$ cat src/rtl/spi_pkg.sv
// Shared defaults and state encoding for the SPI mode-0 slave.
package spi_pkg;

  localparam int unsigned DataWDefault    = 8;
  localparam int unsigned SyncStagesMin   = 2;
  localparam logic [7:0]  IdleByteDefault = 8'hFF;

  typedef enum logic [1:0] {
    StIdle,
    StSelect,
    StShift
  } spi_state_e;

endpackage

$ cat src/rtl/spi_sync_edge.sv
// Multi-stage synchronizer for one asynchronous pin, with registered edge pulses.
module spi_sync_edge
  import spi_pkg::*;
#(
  parameter int unsigned Stages   = SyncStagesMin,
  parameter logic        ResetVal = 1'b0
) (
  input  logic clk_i,
  input  logic rst_ni,
  input  logic d_i,
  output logic rise_o,
  output logic fall_o
);

  logic [Stages-1:0] sync_q;
  logic              prev_q;
  logic              rise_q;
  logic              fall_q;
  logic              level;

  assign level = sync_q[Stages-1];

  always_ff @(posedge clk_i or negedge rst_ni) begin
    if (!rst_ni) begin
      sync_q <= {Stages{ResetVal}};
      prev_q <= ResetVal;
      rise_q <= 1'b0;
      fall_q <= 1'b0;
    end else begin
      sync_q <= {sync_q[Stages-2:0], d_i};
      prev_q <= level;
      rise_q <= level & ~prev_q;
      fall_q <= ~level & prev_q;
    end
  end

  assign rise_o = rise_q;
  assign fall_o = fall_q;

endmodule

$ cat src/rtl/spi_slave_core.sv
// SPI mode-0 slave, MSB first, with all SPI pins oversampled in the system clock domain.
module spi_slave_core
  import spi_pkg::*;
#(
  parameter int unsigned      DataW      = DataWDefault,
  parameter int unsigned      SyncStages = SyncStagesMin,
  parameter logic [DataW-1:0] IdleByte   = DataW'(IdleByteDefault)
) (
  input  logic             clk_i,
  input  logic             rst_ni,
  input  logic             ncs_i,
  input  logic             sclk_i,
  input  logic             mosi_i,
  output logic             miso_o,
  output logic             miso_oe_o,
  input  logic [DataW-1:0] tx_din_i,
  input  logic             tx_empty_i,
  output logic             tx_rd_o,
  output logic [DataW-1:0] rx_dout_o,
  output logic             rx_wr_o,
  input  logic             rx_full_i,
  output logic             overrun_o,
  output logic             underrun_o,
  output logic             busy_o
);

  localparam int unsigned     Stages  = (SyncStages < SyncStagesMin) ? SyncStagesMin : SyncStages;
  localparam int unsigned     CntW    = (DataW > 2) ? $clog2(DataW) : 1;
  localparam logic [CntW-1:0] LastBit = CntW'(DataW - 1);

  logic ncs_rise, ncs_fall, sclk_rise, sclk_fall, mosi_s;
  logic [Stages-1:0] mosi_sync_q;

  spi_sync_edge #(.Stages(Stages), .ResetVal(1'b1)) u_ncs_sync (
    .clk_i  (clk_i),
    .rst_ni (rst_ni),
    .d_i    (ncs_i),
    .rise_o (ncs_rise),
    .fall_o (ncs_fall)
  );

  spi_sync_edge #(.Stages(Stages), .ResetVal(1'b0)) u_sclk_sync (
    .clk_i  (clk_i),
    .rst_ni (rst_ni),
    .d_i    (sclk_i),
    .rise_o (sclk_rise),
    .fall_o (sclk_fall)
  );

  assign mosi_s = mosi_sync_q[Stages-1];

  spi_state_e       state_q, state_d;
  logic [CntW-1:0]  cnt_q, cnt_d;
  // Only the DataW-1 oldest bits need storing; the last bit joins on completion.
  logic [DataW-2:0] rx_q, rx_d;
  logic [DataW-1:0] tx_q, tx_d;
  logic [DataW-1:0] rx_dout_q, rx_dout_d;
  logic             rx_wr_q, rx_wr_d;
  logic             overrun_q, overrun_d;
  logic             load, tx_rd, underrun;
  logic [DataW-1:0] rx_byte;

  assign rx_byte = {rx_q, mosi_s};

  always_comb begin
    state_d   = state_q;
    cnt_d     = cnt_q;
    rx_d      = rx_q;
    tx_d      = tx_q;
    rx_dout_d = rx_dout_q;
    rx_wr_d   = 1'b0;
    overrun_d = 1'b0;
    load      = 1'b0;
    tx_rd     = 1'b0;
    underrun  = 1'b0;
    unique case (state_q)
      StIdle: begin
        cnt_d = '0;
        if (ncs_fall) state_d = StSelect;
      end
      StSelect: begin
        load    = 1'b1;
        state_d = StShift;
      end
      StShift: begin
        if (sclk_rise) begin
          rx_d = rx_byte[DataW-2:0];
          if (cnt_q == LastBit) begin
            cnt_d = '0;
            if (rx_full_i) begin
              overrun_d = 1'b1;
            end else begin
              rx_wr_d   = 1'b1;
              rx_dout_d = rx_byte;
            end
          end else begin
            cnt_d = cnt_q + 1'b1;
          end
        end else if (sclk_fall && !ncs_rise) begin
          if (cnt_q == '0) load = 1'b1;
          else tx_d = {tx_q[DataW-2:0], 1'b0};
        end
        // A completing byte is still written even if NCS rises in the same cycle.
        if (ncs_rise) begin
          state_d = StIdle;
          cnt_d   = '0;
        end
      end
      default: state_d = StIdle;
    endcase
    if (load) begin
      if (!tx_empty_i) begin
        tx_d  = tx_din_i;
        tx_rd = 1'b1;
      end else begin
        tx_d     = IdleByte;
        underrun = 1'b1;
      end
    end
  end

  always_ff @(posedge clk_i or negedge rst_ni) begin
    if (!rst_ni) begin
      mosi_sync_q <= '0;
      state_q     <= StIdle;
      cnt_q       <= '0;
      rx_q        <= '0;
      tx_q        <= IdleByte;
      rx_dout_q   <= '0;
      rx_wr_q     <= 1'b0;
      overrun_q   <= 1'b0;
    end else begin
      mosi_sync_q <= {mosi_sync_q[Stages-2:0], mosi_i};
      state_q     <= state_d;
      cnt_q       <= cnt_d;
      rx_q        <= rx_d;
      tx_q        <= tx_d;
      rx_dout_q   <= rx_dout_d;
      rx_wr_q     <= rx_wr_d;
      overrun_q   <= overrun_d;
    end
  end

  assign busy_o     = (state_q != StIdle);
  assign miso_oe_o  = busy_o;
  assign miso_o     = busy_o & tx_q[DataW-1];
  assign tx_rd_o    = tx_rd;
  assign underrun_o = underrun;
  assign rx_wr_o    = rx_wr_q;
  assign rx_dout_o  = rx_dout_q;
  assign overrun_o  = overrun_q;

endmodule

$ cat config.mk
export PLATFORM = sky130hd
export DESIGN_NAME = spi_slave_core
export DESIGN_NICKNAME = d
export VERILOG_FILES = /design/src/rtl/spi_pkg.sv /design/src/rtl/spi_sync_edge.sv /design/src/rtl/spi_slave_core.sv
export SDC_FILE = /design/constraint.sdc
export NUM_CORES = 1
export LEC_CHECK = 0
export BUFFER_PORTS_ARGS = -buffer_cell sky130_fd_sc_hd__buf_2
export CAP_MARGIN = 15
export CELL_PAD_IN_SITES_DETAIL_PLACEMENT = 0
export CELL_PAD_IN_SITES_GLOBAL_PLACEMENT = 1
export CORE_ASPECT_RATIO = 1.1
export CORE_MARGIN = 3
export CORE_UTILIZATION = 48
export CTS_CLUSTER_SIZE = 10
export DETAILED_ROUTE_END_ITERATION = 8
export GPL_ROUTABILITY_DRIVEN = 1
export PLACE_DENSITY = 0.87
export SYNTH_ARGS = -nofsm -noshare
export SYNTH_HDL_FRONTEND = slang
export SYNTH_SLANG_ARGS = --single-unit
$ cat constraint.sdc
create_clock -name clk_i -period 2.9 [get_ports clk_i]
set_input_delay 0 -clock clk_i [delete_from_list [all_inputs] [get_ports clk_i]]
set_output_delay 0 -clock clk_i [all_outputs]
set_load 0.005 [all_outputs]
==> metrics.txt <==
Skew-Pair Late Insertion Delay 0.34 ns; CTS max path bufs 2; Final setup viols 0; fraction of layout cells with a size suffix above 1 37.70%; hold slack 0.2153 ns; post-layout util 62.81%; number of synthesized flops with an enable pin 0; Pre-antenna DRT Iters 6; gate count of the mapped netlist 138; die area 0.004563 mm2; Hold Fails Final Rpt 0; area growth from synthesis to layout 20.78%; CTS root buffer clkbuf_4; # fillers 282; Layout Skew 0.004033 ns; vias per cell 5.035; starting density of the core 52.00%; Worst Setup End Kind output pin; Yosys top cell area share 42.67%; Post-synth top cells dfrtp_1, mux2_2, inv_1; Least-Margin Pin Slew 0.8650 ns; Leak Pwr 1.101 nW; Final Power 0.001572 W; Nets 203; Clock transition at path regs 0.12 ns; initial DRC count 66; Vias 1163; Seq. cell area 0.001065 mm2; Syn Area/Cell 13.17 um2; grt total ovfl 0; Yosys reg bits 42; crit-path max FO 9; Worst Setup EP tx_rd_o; Die Span Y 70.55 um; Placer Congestion 0.8286; complex-gate fraction of the synthesized area 9.291%; slew margin rel. 42.33%; Max VDD drop 359.9 uV; Critical Path Stages 5; Yosys warning count 0; CP Launch Point state_q[0]; CTS Sinks 42; antenna-violating nets left 0; Post-synth top flop dfrtp_1; hpwl dp 2120 um; I/O Pins 30; GRT Total Usage 14.66%; Mapped Area 0.001818 mm2; antenna violations before repair 0; Worst R2R End tx_q[1]; Crit Path Class reg -> out; Setup crit start kind register; Multi-input gate area 651.9 um2; final routed DRC violation total 0; Row Count 22; library cells used by synthesis 31; top cells by area, synth dfrtp_1, dfstp_2, mux2_2; hold crit path type in -> reg; Final min period 2.268 ns; CTS HTree Levels 2; vias in the first global route 1212; reg-to-reg setup timing slack 0.97 ns; largest family of logic cells by synthesized area simple AND/OR/NAND/NOR gates; first-pass GRT wire length 5292 um; Crit path max-delay family simple AND/OR/NAND/NOR gates; Seq/Total Area, Yosys 58.57%; CP required 2.90 ns; pin count of the biggest net entering global routing 43; P per Cell Area 715.9 mW/mm2; Fin Setup TNS 0 ns; CP max-delay cell nor4bb_4; min-delay src tx_empty_i; crit path DAT 2.27 ns; Max Slew Vio Count 0; DR WL/cell 13.16 um; number of diodes 0; DRT Wirelength 3040 um; post-synthesis mux area share 11.08%; core area 0.003496 mm2; Synth Area in XOR/XNOR 0%; Synth Area in Simple Gates 11.36%; Max-Cap Viols 0; area share of fa/ha/maj cells after synthesis 4.129%; cts hold-fix bufs 14; Num CTS Buffers 5; post-CTS sizing 0; most frequent cell after synthesis dfrtp_1; outcome completed; FFs w/ async S/R, synth 100.0%; CTS tree done; Critical Path Max Stage Delay 0.52 ns; max frequency 440.9 MHz; CP bufs+invs 2; IO buf count 29; Worst Reg-to-Reg Cells 5; Mapped Nets 159; r2r startpoint state_q[0]; crit share post-route 78.22%; RSZ-0062 raised after global routing false; CP cell instances inv_1, ha_1, nor4bb_4, a32o_1, buf_2; Horiz. Die Dim 64.68 um; post-CTS setup buffers 0; area leader, netlist dfrtp_1
area by class of cell:
type | instances | area share, %
clock buffers | 5 | 1.709
clock inverters | 3 | 1.994
inverters | 14 | 2.393
multi-input cells | 76 | 29.69
flip-flops and latches | 42 | 48.49
well taps | 48 | 2.735
repair buffers | 43 | 12.99
cell families after synthesis:
kind of cell	Yosys count
compound gates	23
buf+inv	20
mux	18
flops	42
fa+ha+maj	6
simple gates	29
worst register-to-register path, delay by kind of cell, from the launching register on:
kind                       cells  cell delay, ns
AOI/OAI and AO/OA              2            0.53
adders and majority gates      1            0.29
buffers and inverters          1            0.09
DFF                            1            0.42
and+or+nand+nor                1            0.52
routing by layer:
metal | up-vias | global-route usage (%) | part of all wire [%]
met4 | 0 | 3.521 | 0.33
met1 | 563 | 18.87 | 46
li1 | 569 | - | -
met5 | - | 0 | 0
met3 | 2 | 4.762 | 5.5
met2 | 29 | 24.08 | 48
flip-flops by register name (all words and copies together) (netlist names):
signal              flops
u_ncs_sync.sync_q       2
u_sclk_sync.sync_q      2
state_q                 2
overrun_o               1
u_ncs_sync.fall_o       1
mosi_sync_q             2
tx_q                    8
rx_wr_o                 1
u_sclk_sync.rise_o      1
u_ncs_sync.prev_q       1
u_sclk_sync.prev_q      1
rx_dout_o               8
rx_q                    7
u_ncs_sync.rise_o       1
cnt_q                   3
u_sclk_sync.fall_o      1
cell usage in the layout, fill, tap and decap left out, drive strengths merged, types with 2 or more instances in the layout:
cell	instances
clkbuf	5
nor2	2
nand2b	2
a32oi	7
dfrtp	31
o21ai	9
nand3	7
dlygate4sd3	14
mux2	17
inv	15
ha	6
a21oi	2
nor2b	8
dfstp	11
buf	29
stage by stage:
step | cells | setup slack (ns) | cell area, um2
2_1_floorplan | 138 | 1.344 | 1818
3_3_place_gp | 209 | 1.057 | 1974
3_5_place_dp | 209 | 0.9757 | 1974
4_1_cts | 231 | 0.6255 | 2196
5_1_grt | 231 | 0.4463 | 2196
6_report | 231 | 0.6317 | 2196
how the worst min path moves through the flow:
stage	to	slack, ns	cells after the start
floorplan	cnt_q[0]	-0.30	0
global placement	u_ncs_sync.sync_q[0]	0.10	1
detailed placement	u_ncs_sync.sync_q[0]	0.11	1
CTS	tx_q[4]	0.19	4
global route	tx_q[6]	0.23	4
finish	tx_q[4]	0.22	4
where the power goes:
part | leakage (nW) | internal (W) | total [W] | switching (W)
clock network | 0.0456 | 0.000183 | 0.000373 | 0.000190
logic | 0.528 | 0.000200 | 0.000408 | 0.000208
registers | 0.527 | 0.000728 | 0.000791 | 0.0000634
(Power assumes the default switching activity.)
